**config.mk**
```make
export PLATFORM = sky130hd
export DESIGN_NAME = lcd_timing_driver
export DESIGN_NICKNAME = d
export VERILOG_FILES = /design/src/rtl/lcd_pkg.sv /design/src/rtl/lcd_sync_delay.sv /design/src/rtl/lcd_timing_driver.sv
export SDC_FILE = /design/constraint.sdc
export NUM_CORES = 1
export LEC_CHECK = 0
export CAP_MARGIN = 20
export CORE_MARGIN = 2
export CORE_UTILIZATION = 53
export CTS_BUF_LIST = sky130_fd_sc_hd__clkbuf_16
export DETAILED_ROUTE_END_ITERATION = 6
export GPL_ROUTABILITY_DRIVEN = 0
export GPL_TIMING_DRIVEN = 1
export PLACE_DENSITY = 0.85
export REMOVE_ABC_BUFFERS = 1
export SLEW_MARGIN = 0
export SYNTH_ARGS = -nofsm -noshare
export SYNTH_HDL_FRONTEND = slang
export SYNTH_HIERARCHICAL = 1
export SYNTH_SLANG_ARGS = --single-unit
```
**constraint.sdc**
```tcl
create_clock -name clk -period 5.12 [get_ports clk]
set_input_delay 1.024 -clock clk [delete_from_list [all_inputs] [get_ports clk]]
set_output_delay 1.024 -clock clk [all_outputs]
set_load 0.02 [all_outputs]
```
**src/rtl/lcd_pkg.sv**
```systemverilog
// Shared types and constants for the LCD raster path.
// Contents: rgb_t pixel type, sync_t sideband bundle, default 640x480@60
// timing, RGB888 colour constants and the colour-bar lookup.
package lcd_pkg;

    typedef logic [23:0] rgb_t;

    // Sideband bundle carried through the sync delay line; all active-high.
    typedef struct packed {
        logic hs;
        logic vs;
        logic de;
        logic fs;
    } sync_t;

    localparam int unsigned LCD_H_DISP  = 640;
    localparam int unsigned LCD_H_FRONT = 16;
    localparam int unsigned LCD_H_SYNC  = 96;
    localparam int unsigned LCD_H_BACK  = 48;
    localparam int unsigned LCD_V_DISP  = 480;
    localparam int unsigned LCD_V_FRONT = 10;
    localparam int unsigned LCD_V_SYNC  = 2;
    localparam int unsigned LCD_V_BACK  = 33;

    localparam rgb_t RGB_WHITE   = 24'hFFFFFF;
    localparam rgb_t RGB_YELLOW  = 24'hFFFF00;
    localparam rgb_t RGB_CYAN    = 24'h00FFFF;
    localparam rgb_t RGB_GREEN   = 24'h00FF00;
    localparam rgb_t RGB_MAGENTA = 24'hFF00FF;
    localparam rgb_t RGB_RED     = 24'hFF0000;
    localparam rgb_t RGB_BLUE    = 24'h0000FF;
    localparam rgb_t RGB_BLACK   = 24'h000000;

    // Colour of bar idx, left to right.
    function automatic rgb_t bar_color(input logic [2:0] idx);
        case (idx)
            3'd0:    return RGB_WHITE;
            3'd1:    return RGB_YELLOW;
            3'd2:    return RGB_CYAN;
            3'd3:    return RGB_GREEN;
            3'd4:    return RGB_MAGENTA;
            3'd5:    return RGB_RED;
            3'd6:    return RGB_BLUE;
            default: return RGB_BLACK;
        endcase
    endfunction

endpackage

```
**src/rtl/lcd_sync_delay.sv**
```systemverilog
// Fixed-depth shift register with synchronous clear.
// Ports: clk, rst (sync, active-high), din[WIDTH], dout[WIDTH] = din delayed DEPTH cycles.
module lcd_sync_delay #(
    parameter int unsigned DEPTH = 2,
    parameter int unsigned WIDTH = 4
) (
    input  logic             clk,
    input  logic             rst,
    input  logic [WIDTH-1:0] din,
    output logic [WIDTH-1:0] dout
);

    logic [WIDTH-1:0] stage [DEPTH];

    // Clear flushes every stage so nothing stale drains out after reset.
    always_ff @(posedge clk) begin
        if (rst) begin
            for (int i = 0; i < DEPTH; i++) begin
                stage[i] <= '0;
            end
        end else begin
            stage[0] <= din;
            for (int i = 1; i < DEPTH; i++) begin
                stage[i] <= stage[i-1];
            end
        end
    end

    assign dout = stage[DEPTH-1];

endmodule

```
**src/rtl/lcd_timing_driver.sv**
```systemverilog
// Raster timing generator and pixel output stage for the VGA/LCD path.
// Ports:
//   clk, rst (sync, active-high)
//   lcd_data    : pixel returned by the display stage, DATA_LATENCY after coords
//   lcd_xpos/ypos, lcd_request : coordinate request, one cycle ahead of H_START
//   lcd_hs/vs (active low), lcd_de, lcd_rgb, frame_start : panel-aligned outputs
// Build option: define LCD_COLORBAR_EN to replace lcd_data with eight vertical
// colour bars; left undefined, only the pass-through path exists.
module lcd_timing_driver
    import lcd_pkg::*;
#(
    parameter int unsigned H_DISP       = LCD_H_DISP,
    parameter int unsigned H_FRONT      = LCD_H_FRONT,
    parameter int unsigned H_SYNC       = LCD_H_SYNC,
    parameter int unsigned H_BACK       = LCD_H_BACK,
    parameter int unsigned V_DISP       = LCD_V_DISP,
    parameter int unsigned V_FRONT      = LCD_V_FRONT,
    parameter int unsigned V_SYNC       = LCD_V_SYNC,
    parameter int unsigned V_BACK       = LCD_V_BACK,
    parameter int unsigned DATA_LATENCY = 1
) (
    input  logic        clk,
    input  logic        rst,
    input  rgb_t        lcd_data,
    output logic [11:0] lcd_xpos,
    output logic [11:0] lcd_ypos,
    output logic        lcd_request,
    output logic        lcd_hs,
    output logic        lcd_vs,
    output logic        lcd_de,
    output rgb_t        lcd_rgb,
    output logic        frame_start
);

    localparam int unsigned CNT_W    = 12;
    localparam int unsigned H_TOTAL  = H_SYNC + H_BACK + H_DISP + H_FRONT;
    localparam int unsigned V_TOTAL  = V_SYNC + V_BACK + V_DISP + V_FRONT;
    localparam int unsigned H_START  = H_SYNC + H_BACK;
    localparam int unsigned REQ_H_LO = H_START - 1;
    localparam int unsigned REQ_H_HI = H_START + H_DISP - 1;
    localparam int unsigned V_START  = V_SYNC + V_BACK;
    localparam int unsigned V_END    = V_START + V_DISP;

    logic [CNT_W-1:0] h_cnt;
    logic [CNT_W-1:0] v_cnt;
    logic             h_wrap_c;
    logic             req_c;
    sync_t            sync_raw_c;
    sync_t            sync_dly;
    rgb_t             pix_c;

    assign h_wrap_c = (h_cnt == CNT_W'(H_TOTAL - 1));

    // Raster counters: line count advances on the pixel-count wrap.
    always_ff @(posedge clk) begin
        if (rst) begin
            h_cnt <= '0;
            v_cnt <= '0;
        end else if (h_wrap_c) begin
            h_cnt <= '0;
            v_cnt <= (v_cnt == CNT_W'(V_TOTAL - 1)) ? '0 : v_cnt + CNT_W'(1);
        end else begin
            h_cnt <= h_cnt + CNT_W'(1);
        end
    end

    // Request window opens one clock early so the registered coords land on H_START.
    assign req_c = (h_cnt >= CNT_W'(REQ_H_LO)) && (h_cnt < CNT_W'(REQ_H_HI)) &&
                   (v_cnt >= CNT_W'(V_START))  && (v_cnt < CNT_W'(V_END));

    // Stage 0: coordinate request to the display stage.
    always_ff @(posedge clk) begin
        if (rst) begin
            lcd_request <= 1'b0;
            lcd_xpos    <= '0;
            lcd_ypos    <= '0;
        end else begin
            lcd_request <= req_c;
            lcd_xpos    <= req_c ? h_cnt - CNT_W'(REQ_H_LO) : '0;
            lcd_ypos    <= req_c ? v_cnt - CNT_W'(V_START) : '0;
        end
    end

    always_comb begin
        sync_raw_c    = '0;
        sync_raw_c.hs = (h_cnt < CNT_W'(H_SYNC));
        sync_raw_c.vs = (v_cnt < CNT_W'(V_SYNC));
        sync_raw_c.de = req_c;
        sync_raw_c.fs = (h_cnt == '0) && (v_cnt == '0);
    end

    // Stage 0 plus display-stage latency; the output register adds the last cycle.
    lcd_sync_delay #(
        .DEPTH (DATA_LATENCY + 1),
        .WIDTH ($bits(sync_t))
    ) u_sync_delay (
        .clk  (clk),
        .rst  (rst),
        .din  (sync_raw_c),
        .dout (sync_dly)
    );

`ifdef LCD_COLORBAR_EN
    localparam int unsigned BAR_W = H_DISP / 8;

    logic [CNT_W-1:0] bar_q_c;
    logic [2:0]       bar_idx_c;
    logic [2:0]       bar_dly;
    logic             unused_data;

    // Bar index follows the requested column, clamped for any remainder pixels.
    assign bar_q_c   = lcd_xpos / CNT_W'(BAR_W);
    assign bar_idx_c = (bar_q_c > CNT_W'(7)) ? 3'd7 : bar_q_c[2:0];

    // Match the display stage's latency so bars align exactly like real data.
    lcd_sync_delay #(
        .DEPTH (DATA_LATENCY),
        .WIDTH (3)
    ) u_bar_delay (
        .clk  (clk),
        .rst  (rst),
        .din  (bar_idx_c),
        .dout (bar_dly)
    );

    assign pix_c       = bar_color(bar_dly);
    assign unused_data = ^lcd_data;
`else
    assign pix_c = lcd_data;
`endif

    // Output register: sync back to active-low, colour blanked outside DE.
    always_ff @(posedge clk) begin
        if (rst) begin
            lcd_hs      <= 1'b1;
            lcd_vs      <= 1'b1;
            lcd_de      <= 1'b0;
            frame_start <= 1'b0;
            lcd_rgb     <= '0;
        end else begin
            lcd_hs      <= ~sync_dly.hs;
            lcd_vs      <= ~sync_dly.vs;
            lcd_de      <= sync_dly.de;
            frame_start <= sync_dly.fs;
            lcd_rgb     <= sync_dly.de ? pix_c : '0;
        end
    end

endmodule

```
Word-level counts from Yosys, hierarchy flattened
Memory sizes are Yosys's and may differ from the RTL's.
Index checks and enable logic that the tools add are counted.
- memories: 1
- RAM bits: 8
- bits in latches: 0
- memory bits (read-only): 0
- input port bits: 26
- logic and storage cells: 44
- bits in registers: 77
- memories (memory ; depth ; bits a word ; read ports ; clocked after Yosys merged registers in ; wr ports ; line ; source):
    u_sync_delay.stage ; 2 ; 4 ; 2 ; 0 ; 2 ; lcd_sync_delay.sv:13 ; logic [WIDTH-1:0] stage [DEPTH];
- shifts and indexed selects: 0
- order comparisons: 6
- add/sub/neg operators: 4
- equality and inequality tests: 2
- multipliers: 0
- bitwise gates (word level): 6
- muxes and demuxes: 6
- div/mod/pow operators: 0
- reductions and logical operators: 9
- operators by type and width (kind ; number):
    $add 12x1->12 const B ; 2
    $eq 12x10->1 const B ; 2
    $logic_not 12->1 ; 2
    $lt 12x10->1 const B ; 2
    $ge 12x6->1 const B ; 1
    $ge 12x8->1 const B ; 1
    $lt 12x2->1 const B ; 1
    $lt 12x7->1 const B ; 1
    $mux 12 ; 1
    $sub 12x6->12 const B ; 1
    $sub 12x8->12 const B ; 1
    $mux 4 ; 2
    $reduce_or 2->1 ; 3
    $logic_and 1x1->1 ; 4
    $not 1->1 ; 4
    $mux 1 ; 3
    $or 1x1->1 ; 2

Depth between registers and ports, before layout
- word-level depth: 6
- depth in mapped cells: 8
- gate-level depth less buffers: 6

Modules after synthesis
The synthesis kept the hierarchy.
- modules (own cells, without submodules) (module ; times used ; area an instance (sq um) ; cells each ; sequential area each (sq um)):
    lcd_timing_driver ; 1 ; 3025.4 ; 320 ; 1541.5
    lcd_sync_delay ; 1 ; 240.2 ; 20 ; 160.2

Worst setup path before layout
No wires, ideal clock.
- path type: flip-flop to flip-flop
- start: reg v_cnt[0]
- end: mem u_sync_delay.stage[0][1]
- setup time: 114 ps
- data required time: 5006 ps
- clock period less this slack: 2292 ps
- path slack: 2828 ps
- buffers on the path: 2
- data arrival time: 2178 ps
- stages on the path, launching flop included: 9
- path through: dfxtp_1 ha_1 clkbuf_1 o41ai_1 a2111oi_0 a31oi_1 clkbuf_1 nor2_1 nor2b_1
- RTL lines (item ; line ; source):
    from (decl) ; lcd_timing_driver.sv:45 ; logic [CNT_W-1:0] v_cnt;
    from (signal assigned) ; lcd_timing_driver.sv:61 ; v_cnt <= (v_cnt == CNT_W'(V_TOTAL - 1)) ? '0 : v_cnt + CNT_W'(1);
    to (decl) ; lcd_sync_delay.sv:13 ;

Worst setup path in the final report
- start: in rst
- end: reg lcd_xpos[11]
- word-level cells in the longest chain between the ends: 1
- ends and longest elaborated chain (item ; line ; source):
    from (decl) ; lcd_timing_driver.sv:23 ; input logic rst,
    $reduce_or 2->1 (no source line) ; - ;
    to (signal assigned) ; lcd_timing_driver.sv:79 ; lcd_xpos <= req_c ? h_cnt - CNT_W'(REQ_H_LO) : '0;
    to (decl) ; lcd_timing_driver.sv:25 ; output logic [11:0] lcd_xpos,
No other way between the ends.
A chain may end at the register's enable or synchronous reset.

==> run metrics <==
Site Rows=28; n_diodes=0; number of global-route vias before repair=2382; die width=82.5 um; post-synth top area cell=dfxtp_1; # IOs=79; FF-to-FF End=lcd_xpos[11]; Die ar.=6810 sq um; Skew-Pair Late Insertion Delay=330 ps; Compound-Gate Fraction of Synth Area=8.89%; TritonRoute pass-1 iters=4; crit path max fanout=17; Yosys reg bits=85; Top FF cell, synth=dfxtp_1; data arrival time of the worst path=2930 ps; Max Slew Vio Count=0; final setup fails=0; Seq/Total Area, Yosys=52.1%; Via Count=2661; first-pass GRT wire length=10800 um; relative max-transition margin=51.9%; Worst Hold End=lcd_hs; Worst path slowest cell=clkdlybuf4s50_1; Worst Hold Depth=1; xor/xnor share of the synthesized area=5.90%; largest net degree at the start of global routing=26; Power Density=311 nW/um^2; antenna-violating nets left=0; CP Launch Type=primary input; post_cts resized=0; area share of the largest cell type after synthesis=52.1%; Hold Crit Start=u_sync_delay/stage[0][7]; final setup margin=2420 ps; R2R setup slack=2560 ps; Final Critical Period=2700 ps; Simple-Gate Fraction of Synth Area=26.4%; Largest stage delay, worst path=720 ps; CTS H-tree lvls=3; Hold Path Class=flip-flop to flip-flop; post-synthesis mux area share=0%; mean number of vias per cell=5.49; Peak VDD IR=0.000232 V; global route overflow=0; Area contributors post-synth=dfxtp_1 (52%), and2_1 (5.0%), nor3_1 (3.2%); Reg2Reg Depth=6; Residual DRC=0; CP Capture Type=flip-flop; Max Root-Sink Buffers=2; Post-synth EDFFs=0; Post-Synthesis Cells=340; Yosys Warn Count=6; aggregate global-route resource usage=20.9%; final period utilization=52.8%; # port buffers=78; met1 usage=24.2%; Setup Buffers After CTS=0; Max Fclk=0.370 GHz; Post-Synth Adder-Cell Area=1.53%; final hold violation count=0; final core utilization=73.7%; Post-Syn Area per Cell=9.60 sq um; Final nets=435; # Max-Cap Violations=0; critical path class=primary input to flip-flop; RSZ-0062 raised after global routing=false; LEAKAGE=0.00159 uW; status=finished, final reports clean; # clock sinks=85; largest family of logic cells by synthesized area=simple AND/OR/NAND/NOR gates; WP data required=5350 ps; Critical Path, Cell by Cell=clkdlybuf4s50_1 -> nor3_1 -> o311ai_2 -> buf_6 -> nor4b_1; non-filler cells, final=485; Place WS=2040 ps; Hold WS=396 ps; met3 GRT Util=5.98%; Reg clk slew, reported paths=60 ps; placed cells=466; Async SR Flop Fraction=0%; hold_buf cts=0; core area=5920 sq um; worst-margin pin slew=720 ps; Sum Neg Setup Slack=0 ps; DP Wirelength=4880 um; filler cell count=411; fraction of layout cells with a size suffix above 1=6.83%; initial antenna violation count=0; RR Startpoint=h_cnt[0]; final WL=7040 um; Initial Utilization=55.2%; CTS buffer count=9; Iter 0 DRT Violations=97; die height=82.5 um; CTS tree=done; clk root buf=clkbuf_16; WL/cell=14.5 um; Global Route met2 Usage=36.0%; distinct cell type count after synthesis=48; Setup Skew=3.35 ps; Area growth syn-to-layout=33.6%; Netlist Area Pre-Place=3270 sq um; gr busiest metal=met2
## synth_stat cells, types with 5 or more instances
master,n
nor2_1,21
a21oi_1,14
nor2b_1,11
nand4_1,7
nand3_1,12
dfxtp_1,85
xor2_1,12
or3_1,6
xnor2_1,10
nor3_1,21
nand2_1,13
o32ai_1,5
clkbuf_1,23
and2_1,26
inv_1,8
nand2b_1,5
nor4_1,6
## final cells by class
class,instances,area (sq um),area share [%]
repair buffers,83,830,19.0
flip-flops and latches,85,1700,39.0
clock inverters,7,75.1,1.72
inverters,8,30.0,0.688
well taps,75,93.8,2.15
clock buffers,9,225,5.16
multi-input cells,218,1410,32.3
## cell families (layout without fill, tap and decap cells)
kind of cell             after synthesis  after routing
buffers and inverters                 38            107
XOR/XNOR                              22             22
adder cells (fa/ha/maj)                4              4
flip-flops                            85             85
other                                  1              2
AO/OA/AOI/OAI                         41             41
AND/OR/NAND/NOR                      149            149
## critical path, delay by kind of cell
family	cells	cell delay, ps
AND/OR/NAND/NOR	2	630
AO/OA/AOI/OAI	1	300
buffers and inverters	2	970
## metrics by stage
| stage | power [uW] | area [sq um] |
|---|---|---|
| global placement | 727 | 4030 |
| detailed placement | 728 | 4030 |
| global route | 1390 | 4360 |
| CTS | 1360 | 4330 |
| floorplan | 698 | 3130 |
| finish | 1350 | 4360 |
## cells in the final DEF (no fill, tap or decap), types with 8 or more instances in the layout
master / Yosys / routed
nor2b_1: 11 / 11
xor2_1: 12 / 12
clkdlybuf4s50_1: 0 / 78
and2_1: 26 / 26
nand3_1: 12 / 12
a21oi_1: 14 / 14
nor3_1: 21 / 21
clkbuf_16: 0 / 9
nor2_1: 21 / 21
nand2_1: 13 / 13
dfxtp_1: 85 / 85
inv_1: 8 / 8
xnor2_1: 10 / 10
## sequential cells by signal (all words and copies together), names as in the netlist
signal,count
lcd_rgb,24
lcd_request,1
lcd_hs,1
v_cnt,12
lcd_de,1
frame_start,1
lcd_ypos,12
lcd_vs,1
u_sync_delay/stage,8
h_cnt,12
lcd_xpos,12
## layer usage
metal / vias up / wire length [um]
met5: - / 0
li1: 1308 / -
met1: 1235 / 2950
met3: 11 / 629
met4: 0 / 109
met2: 107 / 3350
## power by group
group / leakage [uW] / switching [uW] / internal (uW)
Combinational: 0.000767 / 16.1 / 25.9
Sequential: 0.000688 / 3.72 / 668
Clock: 0.000138 / 262 / 379
Total: 0.00159 / 282 / 1070
## worst max path at each step
stage	cells past startpoint	end	from	slack (ps)
3_5_place_dp	3	lcd_rgb[12]	rst	2040
5_1_grt	5	lcd_xpos[11]	rst	2280
2_1_floorplan	6	u_sync_delay/stage[0][1]	v_cnt[0]	2500
3_3_place_gp	3	lcd_rgb[12]	rst	2110
4_1_cts	6	u_sync_delay/stage[0][1]	v_cnt[0]	2330
6_report	5	lcd_xpos[11]	rst	2420
No activity file was read; power rests on OpenSTA's default activity.
